## src/rtl/vram_arbiter_pkg.sv

```systemverilog
// Shared defaults, FSM state encoding and read-return owner tags for the
// VRAM arbiter.
package vram_pkg;

  localparam int AW_DEF       = 10;
  localparam int DW_DEF       = 8;
  localparam int MAX_WAIT_DEF = 16;

  typedef enum logic [1:0] {
    ACTIVE = 2'd0,   // visible area: scanout has priority
    BLANK  = 2'd1,   // blanking: game logic has priority
    FORCE  = 2'd2    // game logic starved: it wins the next grant
  } arb_state_e;

  typedef enum logic [1:0] {
    NONE = 2'd0,
    DISP = 2'd1,
    CPU  = 2'd2
  } owner_e;

  // Owner of the read data that a grant will return; writes return nothing.
  function automatic owner_e read_owner(input logic disp_gnt,
                                        input logic cpu_gnt,
                                        input logic cpu_we);
    owner_e tag;
    if (disp_gnt) begin
      tag = DISP;
    end else if (cpu_gnt && !cpu_we) begin
      tag = CPU;
    end else begin
      tag = NONE;
    end
    return tag;
  endfunction

endpackage

```

## src/rtl/vram_arbiter_if.sv

```systemverilog
// Requester and VRAM bus bundle. The arbiter uses the slave modport; the
// requesters plus memory side use the master modport.
interface vram_arbiter_if
  import vram_pkg::*;
#(
  parameter int AW = AW_DEF,
  parameter int DW = DW_DEF
) ();

  logic          vblank;

  logic          disp_req;
  logic [AW-1:0] disp_addr;
  logic          disp_gnt;
  logic          disp_rvalid;
  logic [DW-1:0] disp_rdata;

  logic          cpu_req;
  logic          cpu_we;
  logic [AW-1:0] cpu_addr;
  logic [DW-1:0] cpu_wdata;
  logic          cpu_gnt;
  logic          cpu_rvalid;
  logic [DW-1:0] cpu_rdata;

  logic          mem_en;
  logic          mem_we;
  logic [AW-1:0] mem_addr;
  logic [DW-1:0] mem_wdata;
  logic [DW-1:0] mem_rdata;

  modport slave (
    input  vblank,
    input  disp_req, disp_addr,
    output disp_gnt, disp_rvalid, disp_rdata,
    input  cpu_req, cpu_we, cpu_addr, cpu_wdata,
    output cpu_gnt, cpu_rvalid, cpu_rdata,
    output mem_en, mem_we, mem_addr, mem_wdata,
    input  mem_rdata
  );

  modport master (
    output vblank,
    output disp_req, disp_addr,
    input  disp_gnt, disp_rvalid, disp_rdata,
    output cpu_req, cpu_we, cpu_addr, cpu_wdata,
    input  cpu_gnt, cpu_rvalid, cpu_rdata,
    input  mem_en, mem_we, mem_addr, mem_wdata,
    output mem_rdata
  );

endinterface

```

## src/rtl/vram_starve_cnt.sv

```systemverilog
// Game-logic starvation counter: counts cycles the cpu request has waited,
// saturating at MAX_WAIT. reach_max flags the edge on which the count
// arrives at MAX_WAIT, so the arbiter can force the cpu in on the very next
// cycle and the cpu never waits more than MAX_WAIT cycles.
module vram_starve_cnt #(
  parameter int MAX_WAIT = 16
) (
  input  logic clk,
  input  logic reset_n,
  input  logic cpu_req,
  input  logic cpu_gnt,
  output logic reach_max
);

  localparam int            CW    = $clog2(MAX_WAIT + 1);
  localparam logic [CW-1:0] MAX_C = CW'(MAX_WAIT);

  logic [CW-1:0] count_q, count_d;

  // Next count: grow while waiting, hold at the ceiling, clear otherwise.
  always_comb begin
    count_d = '0;
    if (cpu_req && !cpu_gnt) begin
      if (count_q == MAX_C) begin
        count_d = count_q;
      end else begin
        count_d = count_q + CW'(1);
      end
    end else begin
      count_d = '0;
    end
  end

  assign reach_max = (count_d == MAX_C);

  // Count register.
  always_ff @(posedge clk or negedge reset_n) begin
    if (!reset_n) begin
      count_q <= '0;
    end else begin
      count_q <= count_d;
    end
  end

endmodule

```

## src/rtl/vram_arbiter.sv

```systemverilog
// Single-port VRAM arbiter between display scanout and game logic.
// Grants are combinational; the granted access is registered onto the
// memory port one cycle later and read data returns one cycle after that,
// routed back by a two-stage owner tag pipeline.
module vram_arbiter
  import vram_pkg::*;
#(
  parameter int AW       = AW_DEF,
  parameter int DW       = DW_DEF,
  parameter int MAX_WAIT = MAX_WAIT_DEF
) (
  input logic          clk,
  input logic          reset_n,
  vram_arbiter_if.slave bus
);

  arb_state_e    state_q, state_d;
  logic          disp_gnt_s, cpu_gnt_s, force_s;
  logic          mem_en_q, mem_en_d;
  logic          mem_we_q, mem_we_d;
  logic [AW-1:0] mem_addr_q, mem_addr_d;
  logic [DW-1:0] mem_wdata_q, mem_wdata_d;
  owner_e        tag1_q, tag1_d, tag2_q, tag2_d;

  vram_starve_cnt #(.MAX_WAIT(MAX_WAIT)) u_starve (
    .clk       (clk),
    .reset_n   (reset_n),
    .cpu_req   (bus.cpu_req),
    .cpu_gnt   (cpu_gnt_s),
    .reach_max (force_s)
  );

  // Grant decision: a lone requester always wins; on contention the state
  // picks the winner. Nothing is granted while reset is held.
  always_comb begin
    disp_gnt_s = 1'b0;
    cpu_gnt_s  = 1'b0;
    if (!reset_n) begin
      disp_gnt_s = 1'b0;
      cpu_gnt_s  = 1'b0;
    end else if (bus.disp_req && bus.cpu_req) begin
      if (state_q == ACTIVE) begin
        disp_gnt_s = 1'b1;
      end else begin
        cpu_gnt_s = 1'b1;
      end
    end else if (bus.disp_req) begin
      disp_gnt_s = 1'b1;
    end else if (bus.cpu_req) begin
      cpu_gnt_s = 1'b1;
    end else begin
      disp_gnt_s = 1'b0;
      cpu_gnt_s  = 1'b0;
    end
  end

  // Next state: blanking overrides everything; FORCE lasts for one cpu grant.
  always_comb begin
    state_d = state_q;
    if (bus.vblank) begin
      state_d = BLANK;
    end else begin
      case (state_q)
        ACTIVE:  state_d = force_s ? FORCE : ACTIVE;
        BLANK:   state_d = ACTIVE;
        FORCE:   state_d = cpu_gnt_s ? ACTIVE : FORCE;
        default: state_d = ACTIVE;
      endcase
    end
  end

  // Memory command and owner tag for the access granted this cycle.
  always_comb begin
    mem_en_d    = disp_gnt_s | cpu_gnt_s;
    mem_we_d    = cpu_gnt_s & bus.cpu_we;
    mem_addr_d  = '0;
    mem_wdata_d = '0;
    if (cpu_gnt_s) begin
      mem_addr_d  = bus.cpu_addr;
      mem_wdata_d = bus.cpu_wdata;
    end else if (disp_gnt_s) begin
      mem_addr_d  = bus.disp_addr;
      mem_wdata_d = '0;
    end else begin
      mem_addr_d  = '0;
      mem_wdata_d = '0;
    end
    tag1_d = read_owner(disp_gnt_s, cpu_gnt_s, bus.cpu_we);
    tag2_d = tag1_q;
  end

  // State, memory port and tag registers; reset drops any in-flight returns.
  always_ff @(posedge clk or negedge reset_n) begin
    if (!reset_n) begin
      state_q     <= ACTIVE;
      mem_en_q    <= 1'b0;
      mem_we_q    <= 1'b0;
      mem_addr_q  <= '0;
      mem_wdata_q <= '0;
      tag1_q      <= NONE;
      tag2_q      <= NONE;
    end else begin
      state_q     <= state_d;
      mem_en_q    <= mem_en_d;
      mem_we_q    <= mem_we_d;
      mem_addr_q  <= mem_addr_d;
      mem_wdata_q <= mem_wdata_d;
      tag1_q      <= tag1_d;
      tag2_q      <= tag2_d;
    end
  end

  assign bus.disp_gnt    = disp_gnt_s;
  assign bus.cpu_gnt     = cpu_gnt_s;
  assign bus.mem_en      = mem_en_q;
  assign bus.mem_we      = mem_we_q;
  assign bus.mem_addr    = mem_addr_q;
  assign bus.mem_wdata   = mem_wdata_q;
  assign bus.disp_rvalid = (tag2_q == DISP);
  assign bus.cpu_rvalid  = (tag2_q == CPU);
  assign bus.disp_rdata  = (tag2_q == DISP) ? bus.mem_rdata : '0;
  assign bus.cpu_rdata   = (tag2_q == CPU)  ? bus.mem_rdata : '0;

endmodule

```

## src/flat_wrapper.sv

```systemverilog
// flat-port wrapper written by rule: the top's interface ports become plain ports
module vram_arbiter_flat import vram_pkg::*;
#(
  parameter int AW       = AW_DEF,
  parameter int DW       = DW_DEF,
  parameter int MAX_WAIT = MAX_WAIT_DEF
)
  (clk, reset_n, bus_vblank, bus_disp_req, bus_disp_addr, bus_disp_gnt, bus_disp_rvalid, bus_disp_rdata, bus_cpu_req, bus_cpu_we, bus_cpu_addr, bus_cpu_wdata, bus_cpu_gnt, bus_cpu_rvalid, bus_cpu_rdata, bus_mem_en, bus_mem_we, bus_mem_addr, bus_mem_wdata, bus_mem_rdata);
  vram_arbiter_if #(.AW(AW), .DW(DW)) bus_i ();
  input logic clk;
  input logic reset_n;
  input wire logic [$bits(bus_i.vblank)-1:0] bus_vblank;
  input wire logic [$bits(bus_i.disp_req)-1:0] bus_disp_req;
  input wire logic [$bits(bus_i.disp_addr)-1:0] bus_disp_addr;
  output wire logic [$bits(bus_i.disp_gnt)-1:0] bus_disp_gnt;
  output wire logic [$bits(bus_i.disp_rvalid)-1:0] bus_disp_rvalid;
  output wire logic [$bits(bus_i.disp_rdata)-1:0] bus_disp_rdata;
  input wire logic [$bits(bus_i.cpu_req)-1:0] bus_cpu_req;
  input wire logic [$bits(bus_i.cpu_we)-1:0] bus_cpu_we;
  input wire logic [$bits(bus_i.cpu_addr)-1:0] bus_cpu_addr;
  input wire logic [$bits(bus_i.cpu_wdata)-1:0] bus_cpu_wdata;
  output wire logic [$bits(bus_i.cpu_gnt)-1:0] bus_cpu_gnt;
  output wire logic [$bits(bus_i.cpu_rvalid)-1:0] bus_cpu_rvalid;
  output wire logic [$bits(bus_i.cpu_rdata)-1:0] bus_cpu_rdata;
  output wire logic [$bits(bus_i.mem_en)-1:0] bus_mem_en;
  output wire logic [$bits(bus_i.mem_we)-1:0] bus_mem_we;
  output wire logic [$bits(bus_i.mem_addr)-1:0] bus_mem_addr;
  output wire logic [$bits(bus_i.mem_wdata)-1:0] bus_mem_wdata;
  input wire logic [$bits(bus_i.mem_rdata)-1:0] bus_mem_rdata;
  assign bus_i.vblank = bus_vblank;
  assign bus_i.disp_req = bus_disp_req;
  assign bus_i.disp_addr = bus_disp_addr;
  assign bus_disp_gnt = bus_i.disp_gnt;
  assign bus_disp_rvalid = bus_i.disp_rvalid;
  assign bus_disp_rdata = bus_i.disp_rdata;
  assign bus_i.cpu_req = bus_cpu_req;
  assign bus_i.cpu_we = bus_cpu_we;
  assign bus_i.cpu_addr = bus_cpu_addr;
  assign bus_i.cpu_wdata = bus_cpu_wdata;
  assign bus_cpu_gnt = bus_i.cpu_gnt;
  assign bus_cpu_rvalid = bus_i.cpu_rvalid;
  assign bus_cpu_rdata = bus_i.cpu_rdata;
  assign bus_mem_en = bus_i.mem_en;
  assign bus_mem_we = bus_i.mem_we;
  assign bus_mem_addr = bus_i.mem_addr;
  assign bus_mem_wdata = bus_i.mem_wdata;
  assign bus_i.mem_rdata = bus_mem_rdata;
  vram_arbiter #(.AW(AW), .DW(DW), .MAX_WAIT(MAX_WAIT)) u_core (.clk(clk), .reset_n(reset_n), .bus(bus_i));
endmodule
```

## config.mk

```make
export PLATFORM = sky130hd
export DESIGN_NAME = vram_arbiter_flat
export DESIGN_NICKNAME = d
export VERILOG_FILES = /design/src/rtl/vram_arbiter_pkg.sv /design/src/rtl/vram_arbiter_if.sv /design/src/rtl/vram_starve_cnt.sv /design/src/rtl/vram_arbiter.sv /design/src/flat_wrapper.sv
export SDC_FILE = /design/constraint.sdc
export NUM_CORES = 1
export LEC_CHECK = 0
export BUFFER_PORTS_ARGS = -buffer_cell sky130_fd_sc_hd__buf_2
export CORE_UTILIZATION = 37
export DETAILED_ROUTE_END_ITERATION = 8
export GPL_ROUTABILITY_DRIVEN = 0
export PLACE_DENSITY = 0.74
export SLEW_MARGIN = 40
export SYNTH_ARGS = -nofsm -noshare
export SYNTH_HDL_FRONTEND = slang
export SYNTH_SLANG_ARGS = --single-unit
```

## constraint.sdc

```tcl
create_clock -name clk -period 1.55 [get_ports clk]
set_input_delay 0.0775 -clock clk [delete_from_list [all_inputs] [get_ports clk]]
set_output_delay 0.0775 -clock clk [all_outputs]
set_load 0.01 [all_outputs]
```

==> results.ini, run 1 <==
[synthesis]
yosysTopAreaCell = dfrtp_1
synth_fa_ha_area_share_pct = 1.93
yosys_most_used_dff = dfrtp_1
synth_top_family_by_area = simple AND/OR/NAND/NOR gates
yosys-top-cells-area = dfrtp_1, and2_1, a22o_1
syn_area_um2 = 1300
yosysSeqAreaShare_pct = 59.8
synth_mux_area_share_pct = 1.64
synth_cell_types = 23
synth_xor_xnor_area_share_pct = 2.70
ys_async_sr_fraction_pct = 100
syn_area_per_cell_um2 = 11.6
yosys_warnings = 0
synth_most_common_cell = dfrtp_1
synth_seq_cells = 31
synth_edf_count = 0
ys_top_cells_by_count = dfrtp_1, and2_1, a22o_1
synth_compound_area_share_pct = 9.64
syn_nets = 156
synth_cells = 112
yosys.area_share.simple_pct = 21.6
synth_top_area_share_pct = 59.8

[setup_path]
setup.worst_path.class = reg2reg
r2r-end = u_core.state_q[1]
endpoint_kind = flop
crit_path_end = u_core.state_q[1]
cpMaxStageDelayCell = dfrtp_2
crit_start = u_core.u_starve.count_q[0]
rrSetupSlack_ns = -0.004
crit_path_max_fanout = 5
critPathMaxStageDelay_ns = 0.46
startpoint_type = flop
arrival_ns = 1.80
cp_cell_sequence = inv_2 > ha_4 > nor4_4 > or3b_4 > o21ai_2
required_ns = 1.80
reg2reg_depth = 5
r2r-start = u_core.u_starve.count_q[0]

[die]
die_area_um2 = 3750
core_area_um2 = 3340
die_h_um = 61.2
io_pins = 82
initial_core_util_pct = 38.9
die_x_um = 61.2
rows = 21

[route]
drc = 0
drtPass1Iterations = 4
wl_per_cell_um = 13.2
drt_iter0_drc = 16
num_vias = 1301
viasPerCell = 4.58
detail-route-antenna-nets = 0
wirelength_um = 3740

[clock_tree]
htree_levels = 2
cts_buffer_depth = 2
tritoncts = done
clk_latency_ns = 0.31
root_buffer = clkbuf_4
clock_sinks = 31
clk_pin_slew_ns = 0.08
cts_buffers = 5

[pwr]
p_total_uw = 1600
leakagePower_uw = 0.00123
p_per_area_nw_per_um2 = 704
irDropWorstVdd_mv = 0.532

[timing]
setup_viol = 1
period_needed_ns = 1.55
worst_pin_slew_ns = 0.423
max_freq_mhz = 644
final_max_slew_viol_count = 0
slew_headroom_pct = 71.7
rsz0062_at_grt = yes
setup_slack_ns = -0.00400
whs_ns = 0.0260
period_share_pct = 100
finalClockSkew_ns = 0.00323
hold_viol = 0

[run_status]
violations = setup timing
outcome = complete, but fails checks

[global_route]
grt_pass1_wl_um = 4900
grt_overflow = 0
grt_max_degree = 32
grt_pass1_vias = 1138
antenna_found_initial = 0
groute.usage.overall_pct = 18.9

[hold_path]
hp-class = in2reg

[place]
port_buffers = 81
post_dp_cell_area_um2 = 1790
place_ws_ns = -0.00973

[layout]
layout.nets = 283
area_growth_pct = 75.1
drive_above_1_share_pct = 47.5
final_cell_area_um2 = 2270
diodes = 0
fin_util_pct = 68.1

[run]
cap_violations = 0

[stage by stage]
stage,cells,setup TNS (ns)
6_report,284,-0.00400
5_1_grt,284,-0.110
4_1_cts,279,0
3_5_place_dp,240,-0.00973
3_3_place_gp,240,-0.0438
2_1_floorplan,112,0
[routing by layer]
layer | GRT usage [%] | vias to the layer above | part of all wire [%]
met1 | 19.3 | 620 | 38
met4 | 8.12 | 0 | 0.99
li1 | - | 622 | -
met3 | 5.25 | 5 | 6.3
met5 | 0 | - | 0
met2 | 35.9 | 54 | 55
[report_power, final]
group          switching [µW]  leakage (µW)  internal, µW  total (µW)
logic                     147      0.000793           192         340
registers                17.0      0.000413           844         861
clock network             237     0.0000242           161         398
[sequential cells by signal (all words and copies together) (netlist names)]
name / count
u_core.bus.mem_wdata: 8
u_core.tag1_q: 2
u_core.bus.mem_addr: 10
u_core.state_q: 2
u_core.bus.mem_en: 1
u_core.bus.mem_we: 1
u_core.tag2_q: 2
u_core.u_starve.count_q: 5
[what timing repair did]
item | CTS | global route
gates resized for setup | 5 | 10
hold endpoints to repair | 53 | 0
gates cloned | 0 | 0
setup endpoints to repair | 3 | 18
hold buffers | 33 | 0
setup buffers | 0 | 5
pin swaps | 0 | 3
[cell families (layout without fill, tap and decap cells)]
logic type / after synthesis / after routing
mux: 2 / 2
buf+inv: 9 / 135
fa+ha+maj: 2 / 2
simple gates: 49 / 49
xor+xnor: 4 / 4
flops: 31 / 31
compound gates: 15 / 15
[area by class of cell]
class | instances | area [µm²]
tap | 46 | 57.6
fill | 252 | 1060
inverter | 4 | 15.0
sequential | 31 | 777
multi-input combinational | 72 | 553
timing repair buffer | 125 | 828
clock buffer | 6 | 41.3
[layout by cell type (no fill, tap or decap), drive strengths merged]
master and instances:
and3 1, inv 4, nor2 9, ha 2
mux2i 1, mux2 1, a22o 10, o32a 1
buf 93, nor3 2, nor2b 3, or3b 1
nor4 1, dfrtp 31, xor2 3, o21ai 4
dlygate4sd3 32, nor3b 1, nand3 4, xnor2 1
nand2 2, clkbuf 6, and2 25
[worst max-delay path: cells and delay by family, from the launching register on]
family	cells	cell delay [ns]
simple gates	2	0.60
flops	1	0.46
fa+ha+maj	1	0.21
compound gates	1	0.12
buf+inv	1	0.10
[worst min path at each step]
| stage | from | to | slack, ns | depth (start not counted) |
|---|---|---|---|---|
| after global routing | bus_cpu_req | u_core.bus.mem_en | 0.06 | 3 |
| after floorplan | reset_n | u_core.bus.mem_addr[0] | -0.22 | 0 |
| after detailed placement | reset_n | u_core.bus.mem_addr[6] | 0.15 | 2 |
| after global placement | reset_n | u_core.bus.mem_addr[6] | 0.14 | 2 |
| after CTS | bus_cpu_req | u_core.bus.mem_en | 0.01 | 3 |
| final | bus_cpu_req | u_core.bus.mem_en | 0.03 | 3 |
(Power assumes the default switching activity.)
==> run 2, diff against run 1 <==
--- a/config.mk
+++ b/config.mk
@@ -9,6 +9,7 @@
 export CORE_UTILIZATION = 37
 export DETAILED_ROUTE_END_ITERATION = 8
 export GPL_ROUTABILITY_DRIVEN = 0
+export MAX_ROUTING_LAYER = met4
 export PLACE_DENSITY = 0.74
 export SLEW_MARGIN = 40
 export SYNTH_ARGS = -nofsm -noshare
==> run 2 against run 1 <==
  * The flow still finishes with violations (setup timing)
  * Register-to-register slack is essentially flat
  * Clock power is essentially flat
  * Wire length fell by 0.35%
  * Worst hold slack about the same
  * Final area did not move
  * First-iteration DRC count is 19% lower
  * Combinational power about the same
  * Worst setup slack worse by 0.00067 ns
  * Clock-buffer cell count unchanged
  * Maximum frequency hardly changed
  * Global-route usage rose by 0.66 points
  * Final cell count stayed put
  * Critical path type unchanged
  * Critical endpoint unchanged
==> results.ini, run 2 (synthesis results as in run 1) <==
[clock_tree]
clk_pin_slew_ns = 0.08
root_buffer = clkbuf_4
cts_buffers = 5
clk_latency_ns = 0.31
tritoncts = done
htree_levels = 2
cts_buffer_depth = 2
clock_sinks = 31

[layout]
final_cell_area_um2 = 2270
nFillCells = 252
drive_above_1_share_pct = 47.5
layout.nets = 283
multi_input_area_um2 = 553
diodes = 0
most-common-layout-cells = buf_2, dlygate4sd3_1, dfrtp_1
largest_reg_flops = 10
layout_commonest_cell = buf_2
register_area_um2 = 777
area_growth_pct = 75.1

[die]
initial_core_util_pct = 38.9
rows = 21
die_h_um = 61.2
io_pins = 82
die_x_um = 61.2
die_area_um2 = 3750
core_area_um2 = 3340

[setup_path]
required_ns = 1.80
setup.worst_path.class = reg2reg
arrival_ns = 1.80
endpoint_kind = flop
startpoint_type = flop
crit_path_max_fanout = 5

[route]
viasPerCell = 4.59
num_vias = 1303
detail-route-antenna-nets = 0
wl_per_cell_um = 13.1
drtPass1Iterations = 4
drt_iter0_drc = 13
wirelength_um = 3730
drc = 0

[timing]
period_needed_ns = 1.55
whs_ns = 0.0259
slew_headroom_pct = 71.8
setup_slack_ns = -0.00467
rsz0062_at_grt = yes
finalClockSkew_ns = 0.00349
period_share_pct = 100
final_max_slew_viol_count = 0
max_freq_mhz = 643
hold_viol = 0
setup_viol = 1
worst_pin_slew_ns = 0.423

[run_status]
violations = setup timing
outcome = complete, but fails checks

[global_route]
grt_max_degree = 32
grt_pass1_wl_um = 4910
grt_overflow = 0
grt_pass1_vias = 1137
groute.usage.overall_pct = 19.6
antenna_found_initial = 0

[pwr]
p_per_area_nw_per_um2 = 703
leakagePower_uw = 0.00123
irDropWorstVdd_mv = 0.531

[run]
cap_violations = 0

[hold_path]
hp-class = in2reg

[place]
place_ws_ns = -0.00973
post_dp_cell_area_um2 = 1790
port_buffers = 81

[run 2: final timing paths]
check,startpoint,to,slack [ns],cells after the start
worst max-delay path,u_core.u_starve.count_q[0],u_core.state_q[1],-0.005,5
worst min-delay path,bus_cpu_req,u_core.bus.mem_en,0.03,3
worst max register to register,u_core.u_starve.count_q[0],u_core.state_q[1],-0.005,5
worst min register to register,u_core.tag1_q[1],u_core.tag2_q[1],0.36,0
max in group asynchronous,reset_n,u_core.u_starve.count_q[0],1.00,4
min in group asynchronous,reset_n,u_core.bus.mem_en,0.38,4
[run 2: report_power, final]
group / switching [µW] / internal [µW] / total [µW]
clock: 236 / 161 / 397
sequential: 17.0 / 844 / 861
combinational: 148 / 192 / 340
[run 2: area by class of cell]
cell class	count	share of cell area [%]
Tap cell	46	2.53
Clock buffer	6	1.82
Inverter	4	0.661
Timing Repair Buffer	125	36.5
Multi-Input combinational cell	72	24.3
Sequential cell	31	34.2
[run 2: routing by layer]
metal	GRT usage (%)	vias up	wire, µm
met2	35.7	54	2050
li1	-	622	-
met1	19.5	622	1400
met3	5.25	5	234
met5	-	-	0
met4	8.12	0	37
[run 2: timing repair]
item,CTS,global route
setup buffers,0,5
endpoints found under the hold margin,53,0
endpoints found under the setup margin,3,18
resized for setup,5,10
gates cloned,0,0
pin swaps,0,3
hold buffers,33,0
[run 2: worst max-delay path: stages, from the launching register on]
cell	delay, ns
dfrtp_2	0.46
inv_2	0.10
ha_4	0.22
nor4_4	0.19
or3b_4	0.41
o21ai_2	0.12
[run 2: through the flow]
stage / total power, µW / cells / util, % / setup TNS (ns)
after floorplan: 972 / 112 / - / 0
after global placement: 1100 / 240 / 53.5 / -0.0438
after detailed placement: 1110 / 240 / 53.6 / -0.00973
after CTS: 1590 / 279 / 65.7 / 0
after global routing: 1680 / 284 / 68.1 / -0.110
final: 1600 / 284 / 68.1 / -0.00467
